`config.mk`:
```
export PLATFORM = sky130hd
export DESIGN_NAME = tag_match_encoder
export DESIGN_NICKNAME = d
export VERILOG_FILES = /design/src/rtl/l2_cache_pkg.sv /design/src/rtl/tag_eq_cmp.sv /design/src/rtl/tag_match_encoder.sv
export SDC_FILE = /design/constraint.sdc
export NUM_CORES = 1
export LEC_CHECK = 0
export BUFFER_PORTS_ARGS = -buffer_cell sky130_fd_sc_hd__buf_4
export CAP_MARGIN = 15
export CORE_MARGIN = 2
export CORE_UTILIZATION = 40
export CTS_CLUSTER_SIZE = 30
export DETAILED_ROUTE_END_ITERATION = 10
export PLACE_DENSITY_LB_ADDON = 0.05
export SYNTH_ARGS = -nofsm -noshare
export SYNTH_HDL_FRONTEND = slang
export SYNTH_SLANG_ARGS = --single-unit
```
`constraint.sdc`:
```
create_clock -name clk -period 1.03 [get_ports clk]
set_input_delay 0.103 -clock clk [delete_from_list [all_inputs] [get_ports clk]]
set_output_delay 0.103 -clock clk [all_outputs]
set_load 0.01 [all_outputs]
```
`src/rtl/l2_cache_pkg.sv`:
```
// rtl/l2_cache_pkg.sv - shared L2 cache constants: MESI encodings and default tag-lookup geometry
package l2_cache_pkg;

  localparam logic [3:0] MESI_M = 4'b0001;
  localparam logic [3:0] MESI_E = 4'b0010;
  localparam logic [3:0] MESI_S = 4'b0100;
  localparam logic [3:0] MESI_I = 4'b1000;

  localparam int DEF_TAG_BITS = 12;
  localparam int DEF_WAYS     = 8;

endpackage

```
`src/rtl/tag_eq_cmp.sv`:
```
// rtl/tag_eq_cmp.sv - full-width equality compare of one stored tag against the request tag
module tag_eq_cmp #(
  parameter int TAG_BITS = 12
) (
  input  logic [TAG_BITS-1:0] a,
  input  logic [TAG_BITS-1:0] b,
  output logic                eq
);

  assign eq = (a == b);

endmodule

```
`src/rtl/tag_match_encoder.sv`:
```
// rtl/tag_match_encoder.sv - per-way tag compare, Invalid masking, priority encode and registered hit result
module tag_match_encoder
  import l2_cache_pkg::*;
#(
  parameter  int TAG_BITS = DEF_TAG_BITS,
  parameter  int WAYS     = DEF_WAYS,
  localparam int WAY_BITS = $clog2(WAYS)
) (
  input  logic                     clk,
  input  logic                     reset,
  input  logic                     lookup_valid,
  input  logic [TAG_BITS-1:0]      addr_tag,
  input  logic [WAYS*TAG_BITS-1:0] way_tags,
  input  logic [WAYS*4-1:0]        way_mesi,
  output logic                     result_valid,
  output logic                     hit,
  output logic [WAY_BITS-1:0]      hit_way,
  output logic [WAYS-1:0]          match_vec,
  output logic                     multi_hit,
  output logic [3:0]               hit_mesi
);

  logic [WAYS-1:0]     raw;
  logic [WAYS-1:0]     match;
  logic [WAY_BITS-1:0] enc_way;
  logic [3:0]          sel_mesi;
  logic [WAY_BITS:0]   match_cnt;
  logic                any_match;

  for (genvar i = 0; i < WAYS; i++) begin : g_way
    tag_eq_cmp #(.TAG_BITS(TAG_BITS)) u_cmp (
      .a  (way_tags[i*TAG_BITS +: TAG_BITS]),
      .b  (addr_tag),
      .eq (raw[i])
    );
    // Bit 3 alone decides validity, so malformed MESI codes still participate.
    assign match[i] = raw[i] & ~way_mesi[i*4+3];
  end

  assign any_match = |match;

  // Descending scan so the lowest-numbered matching way wins.
  always_comb begin
    enc_way  = '0;
    sel_mesi = MESI_I;
    for (int i = WAYS - 1; i >= 0; i--) begin
      if (match[i]) begin
        enc_way  = WAY_BITS'(i);
        sel_mesi = way_mesi[i*4 +: 4];
      end
    end
  end

  always_comb begin
    match_cnt = '0;
    for (int i = 0; i < WAYS; i++) begin
      match_cnt = match_cnt + {{WAY_BITS{1'b0}}, match[i]};
    end
  end

  always_ff @(posedge clk or posedge reset) begin
    if (reset) begin
      result_valid <= 1'b0;
      hit          <= 1'b0;
      hit_way      <= '0;
      match_vec    <= '0;
      multi_hit    <= 1'b0;
      hit_mesi     <= MESI_I;
    end else if (lookup_valid) begin
      result_valid <= 1'b1;
      hit          <= any_match;
      hit_way      <= enc_way;
      match_vec    <= match;
      multi_hit    <= (match_cnt >= 2);
      hit_mesi     <= sel_mesi;
    end else begin
      result_valid <= 1'b0;
    end
  end

endmodule

```
### After elaboration in Yosys (flattened, before gate mapping)

Index checks and enable logic that the tools add are counted.

* register bits: 18
* output and inout bits: 18
* word-level logic and storage cells: 56

* add/sub/neg operators: 7
* $lt $le $gt $ge: 1
* equal/unequal tests: 8
* mux-type cells: 17
* bitwise operators: 16
* reductions and logical operators: 1

Operator list (number)
* $eq A12 B12 Y1: 8
* $mux W4: 8
* $mux W3: 8
* $add A4 B1 Y4: 4
* $and A1 B1 Y1: 8
* $not A1 Y1: 8
* $reduce_or A8 Y1: 1
* $add A3 B1 Y4: 1
* $ge A4 B2 Y1 const B: 1
* $add A2 B1 Y3: 1
* $add A1 B1 Y2: 1
* $mux W1: 1

### Longest topological paths before layout

* depth after elaboration: 10
* mapped depth: 15
* depth with buffers taken out: 14

### Modules after synthesis

From an unflattened synthesis, not the netlist that was laid out.

* cells, all modules: 258
* area total of the unflattened synthesis: 2349.8 um2

By module, submodules not included
* tag_match_encoder: instances 1, cells an instance 130, area an instance 1278.7 um2
* tag_eq_cmp: instances 8, cells an instance 16, area an instance 133.9 um2

### Worst setup path after synthesis

Ideal clock, no wire load.

* kind: input to register
* start point: input port addr_tag[3]
* end point: register multi_hit
* setup time: 0.082 ns
* data arrival time: 3.641 ns
* data required time: 0.948 ns
* setup slack: -2.693 ns
* cell stages on the path: 15
* cell sequence: buf_6 xor2_1 nor4_1 nand4_1 nor4_4 inv_1 fa_1 fa_1 fa_1 inv_1 ha_1 fa_1 nand3_1 o21ai_0 a31oi_1

* cells in the longest elaborated chain, start to end: 10
* elaborated cells between the ends (all ways): 24
* those cells by class: add/sub (7); order compare (1); eq/ne (8); bitwise (8)

RTL lines
* start: declaration: RTL line tag_match_encoder.sv:12 `input logic [TAG_BITS-1:0] addr_tag,`
* $eq A12 B12 Y1: RTL line tag_eq_cmp.sv:10 `assign eq = (a == b);`
* $and A1 B1 Y1: RTL line tag_match_encoder.sv:37 `assign match[i] = raw[i] & ~way_mesi[i*4+3];`
* $add A1 B1 Y2: RTL line tag_match_encoder.sv:57 `match_cnt = match_cnt + {{WAY_BITS{1'b0}}, match[i]};`
* $add A2 B1 Y3: RTL line tag_match_encoder.sv:57
* $add A3 B1 Y4: RTL line tag_match_encoder.sv:57
* $add A4 B1 Y4 (3 in series): RTL line tag_match_encoder.sv:57
* $add A4 B1 Y4 (*): RTL line tag_match_encoder.sv:57
* $ge A4 B2 Y1 (*): RTL line tag_match_encoder.sv:74 `multi_hit <= (match_cnt >= 2);`
* end signal: assignment: RTL line tag_match_encoder.sv:74
* end: declaration: RTL line tag_match_encoder.sv:19 `output logic multi_hit,`

Every way passes the cells marked *; elsewhere a longest branch is shown, timed or not.
A chain may end at the register's enable or synchronous reset.

### Final worst setup path

* start point: input port way_tags[3]
* end point: register multi_hit

* cells in the longest elaborated chain, start to end: 10

RTL lines
* start: declaration: RTL line tag_match_encoder.sv:13 `input logic [WAYS*TAG_BITS-1:0] way_tags,`
* $eq A12 B12 Y1: RTL line tag_eq_cmp.sv:10
* $and A1 B1 Y1: RTL line tag_match_encoder.sv:37
* $add A1 B1 Y2: RTL line tag_match_encoder.sv:57
* $add A2 B1 Y3: RTL line tag_match_encoder.sv:57
* $add A3 B1 Y4: RTL line tag_match_encoder.sv:57
* $add A4 B1 Y4 (4 in series): RTL line tag_match_encoder.sv:57
* $ge A4 B2 Y1: RTL line tag_match_encoder.sv:74

No other way between the ends.

==> impl_table.tex <==
\begin{tabular}{lr}
\hline
Metric & Value \\
\hline
\multicolumn{2}{l}{\textbf{Layout}} \\
Layout area overhead & 84.5\% \\
Fill cell total of the finished layout & 412 \\
Total inserted antenna cells & 0 \\
Multi-input logic area & 1910 µm² \\
Core utilization of the finished layout & 75.1\% \\
Seq. cell area & 452 µm² \\
Proportion of layout cells with a drive suffix above 1 & 56.4\% \\
Layout Nets & 627 \\
\multicolumn{2}{l}{\textbf{Clock tree}} \\
CTS root buffer & clkbuf\_8 \\
CTS H-tree lvls & 1 \\
Clock buffer depth & 2 \\
TritonCTS Buffers & 3 \\
Clock transition at the registers of the reported paths & 0.07 ns \\
Clock sinks & 18 \\
Clock tree from TritonCTS & yes \\
Clock latency at the later pin of the worst-skew pair & 0.25 ns \\
\multicolumn{2}{l}{\textbf{Timing}} \\
Achievable clock frequency & 288 MHz \\
Final Hold Violating Endpoints & 0 \\
Final Cycle Share & 337\% \\
Min Tclk post-route & 3.47 ns \\
Worst setup skew after layout & 0 ns \\
Setup slack after layout & -2.44 ns \\
Setup-violating endpoint count in the final report & 17 \\
RSZ-0062 raised after global routing & true \\
Slew of the pin with the lowest slew margin & 0.280 ns \\
Number of pins exceeding their max-slew limit in the final report & 0 \\
Worst rel slew slack & 81.2\% \\
\multicolumn{2}{l}{\textbf{Critical path}} \\
Count of cell instances traversed by the critical path & 14 \\
Worst setup path startpoint & way\_tags[3] \\
Critical-path top delay cell & fa\_2 \\
Critical-path maximum fanout & 2 \\
Path depth of the worst reg2reg path & 3 \\
Worst setup slack for register-to-register paths & 0.19 ns \\
Setup CP Type & input pin to flip-flop \\
Sequence of cells on the critical path & buf\_6 -> xor2\_2 -> nor4\_2 -> nand4\_1 -> nor4\_4 -> inv\_1 -> fa\_1 -> fa\_1 -> fa\_1 -> inv\_1 -> ha\_2 -> fa\_2 -> inv\_2 -> a31oi\_2 \\
FF-to-FF End & hit\_mesi[2] \\
CP arrival & 3.65 ns \\
End point of the critical path & multi\_hit \\
CP max stage delay & 0.53 ns \\
Required time reported for the critical path endpoint & 1.21 ns \\
Cell family with most CP delay & adder cells \\
Element type at the critical path end & flip-flop \\
Dominant cell type by count on the critical path & fa\_1 \\
Critical Path Source Type & input pin \\
Launch point of the worst reg-to-reg path & hit\_mesi[2] \\
Buffer and inverter count on the worst path & 4 \\
\multicolumn{2}{l}{\textbf{Min path}} \\
Hold crit path type & input pin to flip-flop \\
Worst Hold Launch & way\_mesi[2] \\
\multicolumn{2}{l}{\textbf{Yosys}} \\
Per-instance average area after synthesis & 8.70 µm² \\
Number of enable flip-flop cells after synthesis & 0 \\
Synth Area in Simple Gates & 18.3\% \\
Synthesis Warnings & 0 \\
Net count after synthesis & 425 \\
Most used standard cell by instance count after synthesis & xor2\_1 \\
Summed instance area of the synthesized netlist & 2380 µm² \\
Post-synthesis sequential element count & 18 \\
Most instantiated flip-flop cell in the synthesis netlist & dfrtp\_1 \\
Most area-consuming cells after synthesis & xor2\_1, dfrtp\_1, nor4\_1 \\
Most frequent cells after synthesis & xor2\_1, inv\_1, nor2\_1 \\
Synth Area in Adders & 5.46\% \\
Fraction of the yosys area taken by sequential cells & 19.0\% \\
Post-synthesis mux area share & 3.73\% \\
Area fraction of the dominant cell type after synthesis & 32.7\% \\
Number of cells produced by synthesis & 274 \\
Number of distinct library cell variants in the gate-level netlist after synthesis & 46 \\
Post-Synth XOR/XNOR Area & 35.3\% \\
Compound-cell area share of the yosys netlist & 8.40\% \\
Largest family of logic cells by synthesized area & XOR/XNOR gates \\
Async SR Flop Fraction & 100\% \\
Cell taking the most area after synthesis & xor2\_1 \\
\multicolumn{2}{l}{\textbf{Drt}} \\
Post-route antenna net violation count & 0 \\
First-pass DRT Iterations & 4 \\
Total number of vias & 2748 \\
Average routed wire per standard cell & 16.2 µm \\
Vias per cell & 5.00 \\
Overall routed net length & 8930 µm \\
DRC violations left & 0 \\
DRC marker count from the first detailed-route iteration & 63 \\
\multicolumn{2}{l}{\textbf{Floorplanning}} \\
Y dimension of the die & 81.2 µm \\
Die width & 81.2 µm \\
Die Outline Area & 6590 µm² \\
Placement row count & 28 \\
Effective utilization at floorplan & 40.7\% \\
Area of the placeable core & 5850 µm² \\
Boundary pin count & 161 \\
\multicolumn{2}{l}{\textbf{GRT}} \\
Most crowded layer after global routing & met2 \\
Wire length of the first global-routing pass & 13200 µm \\
GR met2 Demand/Resource & 51.1\% \\
Met3 GRT Util & 3.78\% \\
Initial antenna violation count & 0 \\
Largest net degree at the start of global routing & 27 \\
Met1 track utilization from global routing & 28.6\% \\
Remaining Overflow, GRT & 0 \\
Via count of the first global-routing pass & 2753 \\
Total global routing track utilization & 26.2\% \\
\multicolumn{2}{l}{\textbf{Placed design}} \\
Estimated wirelength of the detail-placed design & 7260 µm \\
Weighted congestion reported at the end of routability-driven placement & 0.862 \\
Count of buffers from port buffering & 160 \\
Pre-CTS setup slack & -2.87 ns \\
\multicolumn{2}{l}{\textbf{Power and ir drop}} \\
Pwr Density & 570 nW/µm² \\
P\_leak & 2.18 nW \\
Maximum vdd drop & 0.589 mV \\
\multicolumn{2}{l}{\textbf{Run status}} \\
Status & finished with violations \\
Failing checks & setup timing \\
\multicolumn{2}{l}{\textbf{Run}} \\
Maximum Capacitance Violations & 0 \\
\hline
\end{tabular}
## logic make-up (layout without fill, tap and decap cells)
group / after synthesis / in the layout
simple gates: 74 / 74
buf+inv: 41 / 242
xor+xnor: 96 / 96
flops: 18 / 18
fa+ha+maj: 8 / 8
mux: 8 / 8
compound gates: 29 / 29
## stage by stage
step	area [µm²]	TNS [ns]	cells	hold slack (ns)	total power, mW
finish	4400	-9.07	550	0.0879	2.51
global placement	3860	-13.84	527	0.136	1.80
floorplan	2550	-8.46	274	0.0408	1.26
CTS	4130	-8.22	535	0.0841	2.44
detailed placement	3860	-14.39	527	0.139	1.81
global route	4400	-10.40	550	0.0925	2.64
## worst register-to-register path, stage by stage, from the launching register on
cell and delay [ns]:
dfrtp_1 0.37, nor2b_1 0.13, a31oi_1 0.14, o31ai_1 0.09
## how the worst min path moves through the flow
stage              endpoint  slack [ns]  cells after the start
3_3_place_gp   result_valid        0.14                      3
5_1_grt         hit_mesi[2]        0.09                      3
3_5_place_dp   match_vec[1]        0.14                      3
4_1_cts         hit_mesi[2]        0.08                      3
2_1_floorplan           hit        0.04                      1
6_report        hit_mesi[2]        0.09                      3
## what timing repair did
action / 4_1_cts / 5_1_grt
setup endpoints to repair: 17 / 18
buffers inserted: 5 / 18
hold buffers: 1 / 0
pin swaps: 23 / 23
endpoints found under the hold margin: 17 / 0
gates resized for setup: 45 / 35
## power breakdown
part           total (mW)  switching [mW]  internal, mW
registers           0.734         0.00964         0.725
logic                1.20           0.484         0.712
clock network       0.575           0.235         0.340
total                2.51           0.728          1.78
## area by class of cell
class	count	area share (%)
clock buffers	4	1.25
inverters	21	1.79
multi-input cells	215	43.5
flip-flops and latches	18	10.3
well taps	75	2.13
repair buffers	217	41.1
## sequential cells by signal, summed over array words and instances (netlist names)
name,count
match_vec,8
hit_mesi,4
hit_way,3
hit,1
multi_hit,1
result_valid,1
## placed cells by master (no fill, tap or decap), types with 2 or more instances in the layout
| cell | Yosys | final |
|---|---|---|
| a21oi_1 | 6 | 5 |
| nand4_1 | 4 | 4 |
| o21ai_1 | 1 | 4 |
| inv_2 | 1 | 2 |
| buf_8 | 0 | 6 |
| dfrtp_1 | 17 | 17 |
| xor2_1 | 89 | 83 |
| nor2_2 | 0 | 2 |
| a21o_1 | 2 | 2 |
| and4_1 | 5 | 5 |
| nand3_2 | 0 | 4 |
| xor2_2 | 0 | 6 |
| nor4_2 | 2 | 7 |
| ha_1 | 4 | 2 |
| nand2b_4 | 0 | 2 |
| fa_1 | 4 | 3 |
| buf_12 | 0 | 2 |
| buf_4 | 9 | 180 |
| a22oi_1 | 2 | 2 |
| nor4_1 | 13 | 8 |
| a311o_1 | 2 | 2 |
| nor2_1 | 20 | 18 |
| xnor2_1 | 7 | 7 |
| buf_6 | 6 | 28 |
| o211ai_1 | 2 | 2 |
| a221oi_1 | 2 | 2 |
| clkbuf_8 | 0 | 4 |
| mux2_4 | 0 | 7 |
| nand2_1 | 6 | 5 |
| nor3_1 | 9 | 7 |
| inv_1 | 20 | 19 |
## metal layers
metal / wire, µm / vias up
met1: 3230 / 1283
li1: - / 1319
met5: 0 / -
met2: 4870 / 126
met4: 204 / 0
met3: 615 / 20
Note: power is estimated with default switching activity, not from simulation.
